## config.mk

```make
export PLATFORM = sky130hd
export DESIGN_NAME = cell_editor
export DESIGN_NICKNAME = d
export VERILOG_FILES = /design/src/rtl/gol_pkg.sv /design/src/rtl/addr_sweep.sv /design/src/rtl/cell_editor.sv
export SDC_FILE = /design/constraint.sdc
export NUM_CORES = 1
export LEC_CHECK = 0
export ABC_AREA = 1
export CAP_MARGIN = 5
export CORE_MARGIN = 8
export CORE_UTILIZATION = 55
export DETAILED_ROUTE_END_ITERATION = 8
export PLACE_DENSITY = 0.84
export SLEW_MARGIN = 20
export SYNTH_ARGS = -nofsm -noshare
export SYNTH_HDL_FRONTEND = slang
export SYNTH_SLANG_ARGS = --single-unit
```

## constraint.sdc

```tcl
create_clock -name clk_vga -period 4.21 [get_ports clk_vga]
set_input_delay 0.842 -clock clk_vga [delete_from_list [all_inputs] [get_ports clk_vga]]
set_output_delay 0.842 -clock clk_vga [all_outputs]
set_load 0.01 [all_outputs]
```

## src/rtl/gol_pkg.sv

```systemverilog
// Shared Game-of-Life constants: board geometry, RAM address width and the
// cell-editor state encoding.
package gol_pkg;

  localparam int BOARD_N = 800;
  localparam int BOARD_M = 600;
  localparam int ADDR_W  = 24;

  typedef enum logic [2:0] {
    S_IDLE,
    S_READ,
    S_WAIT,
    S_WRITE,
    S_WIPE
  } edit_state_t;

endpackage

```

## src/rtl/addr_sweep.sv

```systemverilog
// Linear address counter for the board wipe: restarts at 0 on start, steps on
// enable and parks on limit, where last is raised.
module addr_sweep #(
  parameter int W = 24
) (
  input  logic         clk_vga,
  input  logic         reset_btn,
  input  logic         start,
  input  logic         enable,
  input  logic [W-1:0] limit,
  output logic [W-1:0] addr,
  output logic         last
);

  logic [W-1:0] r_addr;

  always_ff @(posedge clk_vga or posedge reset_btn) begin
    if (reset_btn)
      r_addr <= '0;
    else if (start)
      r_addr <= '0;
    else if (enable && !last)
      r_addr <= r_addr + W'(1);
  end

  assign addr = r_addr;
  assign last = (r_addr == limit);

endmodule

```

## src/rtl/cell_editor.sv

```systemverilog
// Board editor: toggles the cell under the cursor by read-modify-write, or
// clears the whole board with a one-address-per-cycle write sweep.
module cell_editor
  import gol_pkg::*;
#(
  parameter int P_N    = gol_pkg::BOARD_N,
  parameter int P_M    = gol_pkg::BOARD_M,
  parameter int ADDR_W = gol_pkg::ADDR_W,
  parameter int RD_LAT = 2
) (
  input  logic              clk_vga,
  input  logic              reset_btn,
  input  logic              edit_en,
  input  logic              modify,
  input  logic              wipe,
  input  logic [ADDR_W-1:0] cursor_pos,
  input  logic              ram_q,
  output logic [ADDR_W-1:0] ram_addr,
  output logic              ram_rden,
  output logic              ram_wren,
  output logic              ram_wdata,
  output logic              busy,
  output logic              done,
  output logic              err,
  output logic [15:0]       edit_count
);

  localparam logic [ADDR_W-1:0] L_CELLS = ADDR_W'(P_N * P_M);
  localparam logic [ADDR_W-1:0] L_LAST  = ADDR_W'(P_N * P_M - 1);
  localparam logic [2:0]        L_WAIT_END = 3'(RD_LAT - 1);

  edit_state_t       r_state;
  edit_state_t       w_next;
  logic [ADDR_W-1:0] r_cell;
  logic [2:0]        r_wait_cnt;
  logic [ADDR_W-1:0] r_ram_addr;
  logic              r_rden;
  logic              r_wren;
  logic              r_wdata;
  logic              r_busy;
  logic              r_done;
  logic              r_err;
  logic [15:0]       r_edit_count;

  logic              w_in_range;
  logic              w_sweep_start;
  logic              w_sweep_en;
  logic              w_sweep_last;
  logic [ADDR_W-1:0] w_sweep_addr;
  logic [ADDR_W-1:0] w_wipe_addr_nxt;

  assign w_in_range      = (cursor_pos < L_CELLS);
  assign w_sweep_start   = (r_state == S_IDLE) && (w_next == S_WIPE);
  assign w_sweep_en      = (r_state == S_WIPE);
  assign w_wipe_addr_nxt = (r_state == S_WIPE) ? (w_sweep_addr + ADDR_W'(1)) : '0;

  addr_sweep #(.W(ADDR_W)) u_sweep (
    .clk_vga   (clk_vga),
    .reset_btn (reset_btn),
    .start     (w_sweep_start),
    .enable    (w_sweep_en),
    .limit     (L_LAST),
    .addr      (w_sweep_addr),
    .last      (w_sweep_last)
  );

  always_ff @(posedge clk_vga or posedge reset_btn) begin
    if (reset_btn)
      r_state <= S_IDLE;
    else
      r_state <= w_next;
  end

  // Dropping edit_en abandons any operation in flight, overriding the normal flow.
  always_comb begin
    w_next = r_state;
    case (r_state)
      S_IDLE: begin
        if (edit_en && wipe)
          w_next = S_WIPE;
        else if (edit_en && modify && w_in_range)
          w_next = S_READ;
      end
      S_READ:  w_next = S_WAIT;
      S_WAIT:  if (r_wait_cnt == L_WAIT_END) w_next = S_WRITE;
      S_WRITE: w_next = S_IDLE;
      S_WIPE:  if (w_sweep_last) w_next = S_IDLE;
      default: w_next = S_IDLE;
    endcase
    if (r_state != S_IDLE && !edit_en)
      w_next = S_IDLE;
  end

  // Outputs are registered from the next state so they line up with it.
  always_ff @(posedge clk_vga or posedge reset_btn) begin
    if (reset_btn) begin
      r_cell       <= '0;
      r_wait_cnt   <= '0;
      r_ram_addr   <= '0;
      r_rden       <= 1'b0;
      r_wren       <= 1'b0;
      r_wdata      <= 1'b0;
      r_busy       <= 1'b0;
      r_done       <= 1'b0;
      r_err        <= 1'b0;
      r_edit_count <= '0;
    end else begin
      r_rden     <= (w_next == S_READ);
      r_wren     <= (w_next == S_WRITE) || (w_next == S_WIPE);
      r_busy     <= (w_next != S_IDLE);
      r_done     <= (w_next == S_WRITE) ||
                    ((w_next == S_WIPE) && (w_wipe_addr_nxt == L_LAST));
      r_err      <= (r_state == S_IDLE) && edit_en && !wipe && modify && !w_in_range;
      r_wait_cnt <= (r_state == S_WAIT) ? (r_wait_cnt + 3'd1) : 3'd0;

      if (r_state == S_IDLE && w_next == S_READ)
        r_cell <= cursor_pos;

      case (w_next)
        S_READ:  r_ram_addr <= (r_state == S_IDLE) ? cursor_pos : r_cell;
        S_WRITE: r_ram_addr <= r_cell;
        S_WIPE:  r_ram_addr <= w_wipe_addr_nxt;
        default: r_ram_addr <= r_ram_addr;
      endcase

      if (w_next == S_WRITE) begin
        r_wdata      <= ~ram_q;
        r_edit_count <= r_edit_count + 16'd1;
      end else if (w_next == S_WIPE) begin
        r_wdata <= 1'b0;
      end
    end
  end

  assign ram_addr   = r_ram_addr;
  assign ram_rden   = r_rden;
  assign ram_wren   = r_wren;
  assign ram_wdata  = r_wdata;
  assign busy       = r_busy;
  assign done       = r_done;
  assign err        = r_err;
  assign edit_count = r_edit_count;

endmodule

```

Yosys cells after proc, flatten, opt, wreduce, memory -nomap -nowiden
Index checks and enable logic that the tools add are counted.
{"block": "classes", "reduce_logical": 24, "bitwise": 1, "order_cmp": 1, "muxes": 14, "addsub": 3, "eq_ne": 9}
{"op": "$mux 24", "n": 4}
{"op": "$pmux 24 s3", "n": 1}
{"op": "$eq 24x19->1 const B", "n": 2}
{"op": "$add 24x1->24 const B", "n": 1}
{"op": "$lt 24x19->1 const B", "n": 1}
{"op": "$mux 3", "n": 6}
{"op": "$add 16x1->16 const B", "n": 1}
{"op": "$logic_and 1x1->1", "n": 12}
{"op": "$pmux 3 s4", "n": 1}
{"op": "$eq 3x1->1 const B", "n": 3}
{"op": "$reduce_bool 3->1", "n": 3}
{"op": "$eq 3x2->1 const B", "n": 2}
{"op": "$eq 3x3->1 const B", "n": 2}
{"op": "$logic_not 1->1", "n": 4}
{"op": "$reduce_bool 2->1", "n": 2}
{"op": "$add 3x1->3 const B", "n": 1}
{"op": "$logic_not 3->1", "n": 1}
{"op": "$logic_or 1x1->1", "n": 2}
{"op": "$mux 1", "n": 2}
{"op": "$not 1->1", "n": 1}
{"block": "word_totals", "output_inout_bits": 46, "regBits": 100, "word_cells": 64}

Depth between registers and ports, before layout
{"block": "depth", "word_depth": 9, "depth_mapped": 16, "depth_no_buf": 15}

Cells and area by module
A second synthesis with hierarchy kept.
{"block": "hier_totals", "hier_cells": 1065, "area_unflattened_um2": 6896.6}
{"mod": "cell_editor", "cells_each": 670, "area_each_um2": 4665.7, "seq_area_each_um2": 1901.8, "instances": 1}
{"mod": "addr_sweep", "cells_each": 395, "area_each_um2": 2230.9, "seq_area_each_um2": 600.6, "instances": 1}

Worst setup path after synthesis
OpenSTA, ideal clock, no wires.
{"block": "synth_path", "path_type": "input port to flip-flop", "startpoint": "in cursor_pos[15]", "endpoint": "reg r_ram_addr[19], in the netlist ram_addr[19]", "t_required_ps": 4079, "arrival_time_ps": 1999, "path_slack_ps": 2081, "path_stages": 15, "n_path_buf": 1, "cell_sequence": "inv_1 nand2_1 nor2_1 nand2_1 nand2_1 nand2_1 nand3_1 nand2_1 nand2_2 nand2_2 nand2_2 inv_2 buf_2 nand2_1 o211ai_1"}
{"block": "synth_between", "elab_chain_cells": 8}
{"element": "start: declaration", "line": "cell_editor.sv:16", "source": "input logic [ADDR_W-1:0] cursor_pos,"}
{"element": "$lt 24x19->1 *", "line": "cell_editor.sv:52", "source": "assign w_in_range = (cursor_pos < L_CELLS);"}
{"element": "$logic_and 1x1->1 *", "line": "cell_editor.sv:81", "source": "else if (edit_en && modify && w_in_range)"}
{"element": "$mux 3 *", "line": "cell_editor.sv:81"}
{"element": "$mux 3 *", "line": "cell_editor.sv:79", "source": "if (edit_en && wipe)"}
{"element": "$pmux 3 s4 *", "line": "cell_editor.sv:77", "source": "case (r_state)"}
{"element": "$mux 3 *", "line": "cell_editor.sv:90", "source": "if (r_state != S_IDLE && !edit_en)"}
{"element": "$eq 3x3->1 (tied with other cells)", "line": "cell_editor.sv:119", "source": "case (w_next)"}
{"element": "$pmux 24 s3 or $reduce_bool 3->1 (tied branches)"}
{"element": "end signal: assignment", "line": "cell_editor.sv:120", "source": "S_READ: r_ram_addr <= (r_state == S_IDLE) ? cursor_pos : r_cell;"}
{"element": "end signal: assignment", "line": "cell_editor.sv:121", "source": "S_WRITE: r_ram_addr <= r_cell;"}
{"element": "end signal: assignment", "line": "cell_editor.sv:122", "source": "S_WIPE: r_ram_addr <= w_wipe_addr_nxt;"}
{"element": "end: declaration", "line": "cell_editor.sv:36", "source": "logic [ADDR_W-1:0] r_ram_addr;"}
Mark *: on every way between the ends. The rest lies on a longest branch, timed or not.
A chain may end at the register's enable or synchronous reset.

Final worst setup path
{"block": "layout_path", "startpoint": "reg u_sweep.r_addr[0], in the netlist u_sweep.addr[0]", "endpoint": "reg r_ram_addr[21], in the netlist ram_addr[21]"}
{"block": "layout_between", "elab_chain_cells": 6}
{"element": "start: declaration", "line": "addr_sweep.sv:15", "source": "logic [W-1:0] r_addr;"}
{"element": "start signal: assignment", "line": "addr_sweep.sv:23", "source": "r_addr <= r_addr + W'(1);"}
{"element": "$eq 24x19->1", "line": "addr_sweep.sv:27", "source": "assign last = (r_addr == limit);"}
{"element": "$mux 3", "line": "cell_editor.sv:87", "source": "S_WIPE: if (w_sweep_last) w_next = S_IDLE;"}
{"element": "$pmux 3 s4", "line": "cell_editor.sv:77"}
{"element": "$mux 3", "line": "cell_editor.sv:90"}
{"element": "$eq 3x3->1 (tied with other cells)", "line": "cell_editor.sv:119"}
{"element": "$pmux 24 s3 or $reduce_bool 3->1 (tied branches)"}
Several ways; a longest one is shown, not always the timed one.

==> qor.yml <==
status: "completed"
seq_area_frac_synth_pct: 45.5
setup_violations: 0
ys_async_sr_fraction_pct: 100
stdcell_count: 959
slew_headroom_pct: 46.0
synth-main-ff-cell: "dfrtp_1"
synth_xor_area_share_pct: 3.66
wl_mm: 14.7
cts_made_buffers: 9
nNetsFinal: 855
grt_setup_unrepaired: "no"
setup_tns_ns: 0
die_y_um: 116
placementRows: 36
clkLatencyLatePin_ns: 0.38
end_kind: "flop"
syn-cell-area_um2: 5500
cp_slowest_cell: "dfrtp_1"
n_fill_cell: 826
diodes: 0
portBuffers: 75
first_global_vias: 5148
ctsHoldBuffers: 0
area_growth_pct: 19.7
vdd.ir_drop.worst_uv: 223
netlist_instances: 752
die_x_um: 116
regArea_um2: 2500
r2r_cells: 14
syn-num-nets: 786
first_pass_iters: 5
cts_resized: 0
cts_tree: "yes"
cts_root_buf: "clkbuf_8"
cp_slowest_stage_delay_ns: 0.45
coreArea_um2: 9730
fin_skew_ns: 0.0101
synthTopCellsByArea: "dfrtp_1, nand2_1, nor2_1"
ys_warn_count: 0
synth-compound-area-share_pct: 7.85
critPathTopFamily: "simple AND/OR/NAND/NOR gates"
postCtsSetupBuffers: 0
crit_path_end: "ram_addr[21]"
grt_pass1_wl_mm: 24.7
worst_hold_slack_ns: 0.487
muxShareOfSynthArea_pct: 0
gp_congestion: 0.919
crit_buf_inv: 3
clk_pin_slew_worst_paths_ns: 0.10
clock-sinks: 100
ios: 76
cp_num_cells: 14
dp_hpwl_mm: 10.6
reg2reg_from: "u_sweep.addr[0]"
initial_core_util_pct: 56.5
hold_viol: 0
htreeDepth: 3
synth_edf_count: 0
crit_chain: "ha_1 > nand2_1 > inv_2 > nand2_2 > nor2_4 > nand3_1 > nand2_2 > nand2_1 > nand2_2 > o211ai_2 > buf_4 > inv_2 > nand2_1 > o211ai_1"
worst_pin_slew_ns: 0.807
drive_above_1_share_pct: 6.30
path_class: "flop to flop"
grt_use_total_pct: 22.8
synth_fa_ha_area_share_pct: 0.911
arrival_ns: 3.34
ant_nets: 0
rrSetupSlack_ns: 1.15
wire_per_inst_um: 15.4
synth.top_cells.by_count: "nand2_1, nor2_1, dfrtp_1, nand3_1, inv_1"
pre_cts_slack_ns: 0.857
r2r_end: "ram_addr[21]"
yosysMostFrequentCell: "nand2_1"
finalCriticalPeriod_ns: 3.06
drv_slew: 0
dp.cells: 943
antenna_found_initial: 0
crit_start: "u_sweep.addr[0]"
start_kind: "flop"
yosys_register_bits: 100
grt_max_degree: 63
power_leakage_nw: 3.05
power_density_nw_per_um2: 567
dieArea_um2: 13400
critPathRequiredTime_ns: 4.50
drt_first_iter_violations: 574
fin_crit_sh_pct: 72.6
synth_top_family_by_area: "simple AND/OR/NAND/NOR gates"
gr-total-overflow: 0
fmaxAchievable_mhz: 327
synth_top_area_share_pct: 45.5
ys_types: 34
cap_violations: 0
syn_area_per_cell_um2: 7.31
synth_area_leader_cell: "dfrtp_1"
drc: 0
cts_max_path_buffers: 2
vias: 5307
synthSimpleGateAreaFrac_pct: 34.1
hp-class: "flop to flop"
layout_setup_ws_ns: 1.15
via_per_inst: 5.53
multi_input_area_um2: 2560
critical_path.max_fanout: 21
==> worst min path at each step <==
stage	end	slack, ns	from	cells after the start
2_1_floorplan	r_wait_cnt[0]	0.44	r_wait_cnt[0]	1
6_report	r_wait_cnt[0]	0.49	r_wait_cnt[0]	1
3_3_place_gp	r_wait_cnt[0]	0.45	r_wait_cnt[0]	1
5_1_grt	r_cell[22]	0.53	r_cell[22]	2
3_5_place_dp	r_wait_cnt[0]	0.47	r_wait_cnt[0]	1
4_1_cts	r_wait_cnt[0]	0.49	r_wait_cnt[0]	1
==> final cells by class <==
type                       instances  area share, %
clock inverter                     5           1.27
timing repair buffer              83           12.3
clock buffer                      11           2.15
tap                              133           2.53
multi-input combinational        543           38.9
sequential                       100           38.0
inverter                          84           4.83
==> registers in the layout, indices dropped and copies added (netlist names) <==
signal	count
r_cell	24
ram_addr	24
u_sweep.addr	24
edit_count	16
r_state	3
r_wait_cnt	3
busy	1
done	1
err	1
ram_rden	1
ram_wdata	1
ram_wren	1
==> per-layer routing <==
metal | track usage [%] | vias to the layer above | share of wire, %
li1 | - | 2528 | -
met3 | 3.18 | 20 | 6.7
met2 | 38.0 | 197 | 48
met5 | 0 | - | 0
met1 | 29.6 | 2562 | 43
met4 | 8.47 | 0 | 1.6
==> cell usage in the layout, fill, tap and decap left out, types with 3 or more instances in the layout <==
master,count
o21ai_0,63
xor2_1,18
or2_0,3
inv_1,74
nor3_1,8
nor2_1,139
nor2_4,4
inv_2,8
nand4_1,10
nand2_2,7
dfrtp_1,100
o22ai_1,4
o211ai_1,5
clkdlybuf4s50_1,75
nand2_1,168
clkbuf_8,10
ha_1,4
xnor2_1,5
nor2_2,3
buf_4,8
nand3_1,89
==> kinds of logic (layout without fill, tap and decap cells) <==
family,after synthesis,in the layout
buffers and inverters,109,183
XOR/XNOR,23,23
AND/OR/NAND/NOR,437,437
flip-flops,100,100
AO/OA/AOI/OAI,79,79
adder cells (fa/ha/maj),4,4
==> report_power, final <==
part           leakage, nW  internal (mW)  switching (mW)
Combinational         1.66          0.583           0.944
Sequential            1.28           1.26           0.241
Clock                0.106          0.353           0.350
==> stage by stage <==
stage,util [%],total power [mW],instance area (µm²)
detailed placement,65.3,3.01,6350
global placement,65.3,2.95,6350
global route,67.6,3.97,6580
floorplan,-,2.45,5500
finish,67.6,3.73,6580
CTS,67.6,3.72,6580
(Power assumes the default switching activity.)
